$ cat src/rtl/s_mem_arbiter.sv
// s_mem_arbiter: one-access-per-cycle arbiter for the single-port RC4 S-memory, with lock-based atomic sequences.
// Define S_MEM_ARB_ROUND_ROBIN_EN for round-robin arbitration; otherwise lowest index wins.
module s_mem_arbiter #(
  parameter int N      = 3,
  parameter int AW     = 8,
  parameter int DW     = 8,
  parameter int RD_LAT = 1
) (
  input  logic            clk,
  input  logic            reset,
  input  logic [N-1:0]    req,
  input  logic [N-1:0]    wr,
  input  logic [N-1:0]    lock,
  input  logic [N*AW-1:0] addr,
  input  logic [N*DW-1:0] wdata,
  output logic [N-1:0]    gnt,
  output logic [N-1:0]    rvalid,
  output logic [DW-1:0]   rdata,
  output logic            idle,
  output logic [AW-1:0]   mem_addr,
  output logic [DW-1:0]   mem_wdata,
  output logic            mem_wren,
  output logic            mem_rden,
  input  logic [DW-1:0]   mem_q
);

  localparam int IW = (N > 1) ? $clog2(N) : 1;
  localparam int TD = 1 + RD_LAT;

  logic [AW-1:0] addr_a  [N];
  logic [DW-1:0] wdata_a [N];

  genvar gi;
  generate
    for (gi = 0; gi < N; gi++) begin : g_unpack
      assign addr_a[gi]  = addr[gi*AW +: AW];
      assign wdata_a[gi] = wdata[gi*DW +: DW];
    end
  endgenerate

  logic                  owned_q, owned_d;
  logic [IW-1:0]         owner_q, owner_d;
  logic                  win_any;
  logic [IW-1:0]         win_idx;
  logic                  rd_issue;
  logic [AW-1:0]         mem_addr_q, mem_addr_d;
  logic [DW-1:0]         mem_wdata_q, mem_wdata_d;
  logic                  mem_wren_q, mem_wren_d;
  logic                  mem_rden_q, mem_rden_d;
  logic [TD-1:0]         tag_vld_q, tag_vld_d;
  logic [TD-1:0][IW-1:0] tag_id_q, tag_id_d;

`ifdef S_MEM_ARB_ROUND_ROBIN_EN
  logic [IW-1:0] ptr_q, ptr_d;

  function automatic logic [IW-1:0] rr_slot(input logic [IW-1:0] base, input int offs);
    int s;
    s = int'(base) + offs;
    if (s >= N) s = s - N;
    return IW'(s);
  endfunction
`endif

  // Scanning from the lowest-priority candidate upward lets the highest-priority one overwrite last.
  always_comb begin : arbitrate
    win_any = 1'b0;
    win_idx = '0;
    if (reset) begin
      if (owned_q) begin
        win_any = req[owner_q];
        win_idx = owner_q;
      end else begin
`ifdef S_MEM_ARB_ROUND_ROBIN_EN
        for (int i = N - 1; i >= 0; i--) begin
          if (req[rr_slot(ptr_q, i)]) begin
            win_any = 1'b1;
            win_idx = rr_slot(ptr_q, i);
          end
        end
`else
        for (int i = N - 1; i >= 0; i--) begin
          if (req[IW'(i)]) begin
            win_any = 1'b1;
            win_idx = IW'(i);
          end
        end
`endif
      end
    end
  end

  assign rd_issue = win_any & ~wr[win_idx];

  always_comb begin : next_state
    owned_d     = owned_q;
    owner_d     = owner_q;
    mem_addr_d  = mem_addr_q;
    mem_wdata_d = mem_wdata_q;
    mem_wren_d  = 1'b0;
    mem_rden_d  = 1'b0;

    // Ownership drops on the owner's lock alone, even when it is not requesting.
    if (owned_q) begin
      if (!lock[owner_q]) owned_d = 1'b0;
    end else if (win_any && lock[win_idx]) begin
      owned_d = 1'b1;
      owner_d = win_idx;
    end

    if (win_any) begin
      mem_addr_d  = addr_a[win_idx];
      mem_wdata_d = wdata_a[win_idx];
      mem_wren_d  = wr[win_idx];
      mem_rden_d  = ~wr[win_idx];
    end

    tag_vld_d = {tag_vld_q[TD-2:0], rd_issue};
    tag_id_d  = {tag_id_q[TD-2:0], win_idx};
  end

`ifdef S_MEM_ARB_ROUND_ROBIN_EN
  always_comb begin : next_ptr
    ptr_d = ptr_q;
    if (win_any && !owned_q) ptr_d = rr_slot(win_idx, 1);
  end

  always_ff @(posedge clk or negedge reset) begin
    if (!reset) ptr_q <= '0;
    else        ptr_q <= ptr_d;
  end
`endif

  always_ff @(posedge clk or negedge reset) begin
    if (!reset) begin
      owned_q     <= 1'b0;
      owner_q     <= '0;
      mem_addr_q  <= '0;
      mem_wdata_q <= '0;
      mem_wren_q  <= 1'b0;
      mem_rden_q  <= 1'b0;
      tag_vld_q   <= '0;
      tag_id_q    <= '0;
    end else begin
      owned_q     <= owned_d;
      owner_q     <= owner_d;
      mem_addr_q  <= mem_addr_d;
      mem_wdata_q <= mem_wdata_d;
      mem_wren_q  <= mem_wren_d;
      mem_rden_q  <= mem_rden_d;
      tag_vld_q   <= tag_vld_d;
      tag_id_q    <= tag_id_d;
    end
  end

  // The last tag stage lines up with mem_q for the read issued RD_LAT+1 cycles earlier.
  assign gnt       = win_any ? (N'(1) << win_idx) : '0;
  assign rvalid    = tag_vld_q[TD-1] ? (N'(1) << tag_id_q[TD-1]) : '0;
  assign rdata     = mem_q;
  assign idle      = ~owned_q & ~(|tag_vld_q);
  assign mem_addr  = mem_addr_q;
  assign mem_wdata = mem_wdata_q;
  assign mem_wren  = mem_wren_q;
  assign mem_rden  = mem_rden_q;

endmodule

$ cat config.mk
export PLATFORM = sky130hd
export DESIGN_NAME = s_mem_arbiter
export DESIGN_NICKNAME = d
export VERILOG_FILES = /design/src/rtl/s_mem_arbiter.sv
export SDC_FILE = /design/constraint.sdc
export NUM_CORES = 1
export LEC_CHECK = 0
export CAP_MARGIN = 30
export CORE_UTILIZATION = 31
export CTS_CLUSTER_DIAMETER = 200
export CTS_CLUSTER_SIZE = 12
export DETAILED_ROUTE_END_ITERATION = 16
export HOLD_SLACK_MARGIN = 0.15
export PLACE_DENSITY = 0.81
export SLEW_MARGIN = 20
export SYNTH_ARGS = -nofsm -noshare
export SYNTH_HDL_FRONTEND = slang
export SYNTH_SLANG_ARGS = --single-unit
$ cat constraint.sdc
create_clock -name clk -period 1.7 [get_ports clk]
set_clock_uncertainty 0.1 [all_clocks]
set_input_delay 0.255 -clock clk [delete_from_list [all_inputs] [get_ports clk]]
set_output_delay 0.255 -clock clk [all_outputs]
set_load 0.005 [all_outputs]
==> impl_metrics.ini <==
[timing]
maxSlewHeadroom_pct = 77.49
max_freq_mhz = 531.2
fin_ws_ps = -182.4
min_period_ps = 1882
setup_viol = 24
fin_crit_sh_pct = 110.7
slew_violations = 0
worst_pin_slew_ps = 337.7
hold_viol = 0
rsz0062_at_grt = yes

[hold_path]
whs_endpoint = tag_id_q[2]
min_path_type = flip-flop to flip-flop
min-delay-start = tag_id_d[2]
hold_depth = 0

[synth]
synthArstFlopShare_pct = 100.0
synth_nets = 202
synth.distinct_cells = 28
syn_inst = 135
avgSynthCellArea_um2 = 10.45
ys_ff_latch = 26
netlist_area_mm2 = 0.001410
synth-main-ff-cell = dfrtp_1
ys_warn_count = 0
ys_seq_area_share_pct = 46.14
synth-edff-count = 0

[die]
rows = 24
die_height_um = 69.45
core-area_mm2 = 0.004354
initial_utilization_pct = 32.39
dieArea_mm2 = 0.004823
dieWidth_um = 69.45
pin_count = 100

[job]
drv_cap = 0

[outcome]
violations = setup timing
outcome = finished, violations left

[grt]
gr-total-overflow = 0
global_route.usage.met3_pct = 5.233
grt.total_usage_pct = 16.82
groute.layer.met1.usage_pct = 20.35
grt_pass1_wl_mm = 6.575
grt_max_degree = 35
antenna_found_initial = 0
top_usage_layer = met2
grt_pass1_vias = 1454
gr-usage-met2_pct = 29.02

[clocking]
numCtsBuffers = 3
cts.sinks = 26
htree_levels = 1
path_clk_slew_ps = 90
cts_tree = built
insertion_delay_ps = 260
clock-root-buffer = clkbuf_8
clockBufferDepth = 2

[finish]
final_net_count = 292
final_cell_area_mm2 = 0.002470
final_common_cell = clkdlybuf4s50_1
diodes = 0
synthToLayoutAreaGrowth_pct = 75.16
drive_above_1_share_pct = 19.64
post-route-util_pct = 56.72
final_cell_mix = clkdlybuf4s50_1, dfrtp_1, buf_4

[drt]
routed-via-count = 1430
wl_per_cell_um = 14.18
dr.pass1.iters = 6
drt-total-wl_mm = 3.914
dr.first_iter.drc_count = 94
antenna_left = 0
drc = 0
avgViaCountPerCell = 5.181

[placement]
gp_congestion = 0.8223
hpwlAfterDp_mm = 2.859
placed_cell_area_mm2 = 0.002297
io_buffers = 83

[power]
vdd_drop_max_mv = 0.3867
power.density_mw_per_mm2 = 871.1
power.leakage_nw = 1.032
power_w = 0.002151

[worst_setup_path]
cp_top_family = buffers and inverters
slowest_stage = dlygate4sd3_1
crit_type = primary input to output port
path_max_fanout = 3
required_ps = 1340
startpoint_type = primary input
cp.arrival_ps = 1530
crit_chain = buf_2, dlygate4sd3_1, buf_4, o21a_1, inv_1, nor2_2, buf_2
r2r-end = mem_wdata[4]
worstRegToRegCells = 6
timing.rr.start = owner_q[0]
crit_top_cell = buf_2
crit_buf_inv = 5
r2r_slack_ps = -110
cp-end-kind = output port
cpPeakStageDelay_ps = 580
[power by group]
part           internal [W]  switching (W)
clock              0.000315       0.000196
combinational      0.000526       0.000299
sequential         0.000737      0.0000790
total               0.00158       0.000574
[worst register-to-register path, stage by stage (launching register included)]
cell and delay (ps):
dfrtp_1 440, buf_6 140, and3b_1 170, o21a_1 200, buf_8 160, a222oi_1 360
a31oi_1 120
[metal layers]
metal	vias up	share of wire [%]
li1	700	-
met3	2	8.4
met5	-	0
met2	67	49
met4	0	0.51
met1	661	42
[metrics by stage]
step                      worst slack [ps]  TNS [ps]  hold WS, ps  cells
after floorplan                     -6.978    -62.81       -140.6    135
after detailed placement            -535.4     -7768        182.5    266
after global placement              -494.6     -7492        176.5    266
after global routing                -238.7     -4114        277.7    276
after CTS                           -167.9     -2222        257.8    276
final                               -182.4     -2366        254.1    276
[cell type report]
class                           count  area [um^2]
Clock buffer                        3        41.29
Fill cell                         361         1884
Clock inverter                      1        30.03
Sequential cell                    26        651.9
Tap cell                           52        65.06
Timing Repair Buffer              108         1037
Multi-Input combinational cell     84        636.9
Inverter                            2        7.507
[worst max-delay path by stage]
stage | from | end | slack [ps] | depth (start not counted)
final | reset | gnt[1] | -180 | 7
after global routing | reset | gnt[1] | -240 | 7
after CTS | owner_q[1] | gnt[0] | -170 | 6
after detailed placement | req[0] | gnt[0] | -540 | 6
after global placement | req[0] | gnt[0] | -490 | 6
after floorplan | owned_q | mem_addr[7] | -7 | 7
[state kept, by name, summed over array words and instances, names as in the netlist]
register and flops:
tag_id_q 2, owned_q 1, owner_q 2, mem_addr 8, tag_id_d 2, mem_wdata 8, mem_wren 1, tag_vld_q 2
[cell usage after synthesis, types with 3 or more instances]
cell type  instances  share of area [%]
nand2_1            3               0.80
dfrtp_1           26                 46
clkbuf_1           6                1.6
nor2b_1            4                1.8
buf_4              9                4.8
a31oi_1           16                7.1
buf_2              4                1.4
a21oi_1           17                6.0
mux2i_1            3                2.1
a222oi_1          16                 11
nor2_1             4                1.1
buf_6              3                2.4
[kinds of logic (layout without fill, tap and decap cells)]
group,after synthesis,after routing,share of synthesized area (%)
mux,5,5,3.727
compound gates,55,55,27.95
flops,26,26,46.14
buf+inv,25,114,11.80
simple gates,24,24,10.38
[timing repair]
item	in CTS	in global routing
endpoints found under the hold margin	26	0
gates resized for setup	30	6
endpoints found under the setup margin	24	26
pin swaps	24	3
hold buffers	1	0
buffers inserted	5	1
cloned	0	0
(Power assumes the default switching activity.)
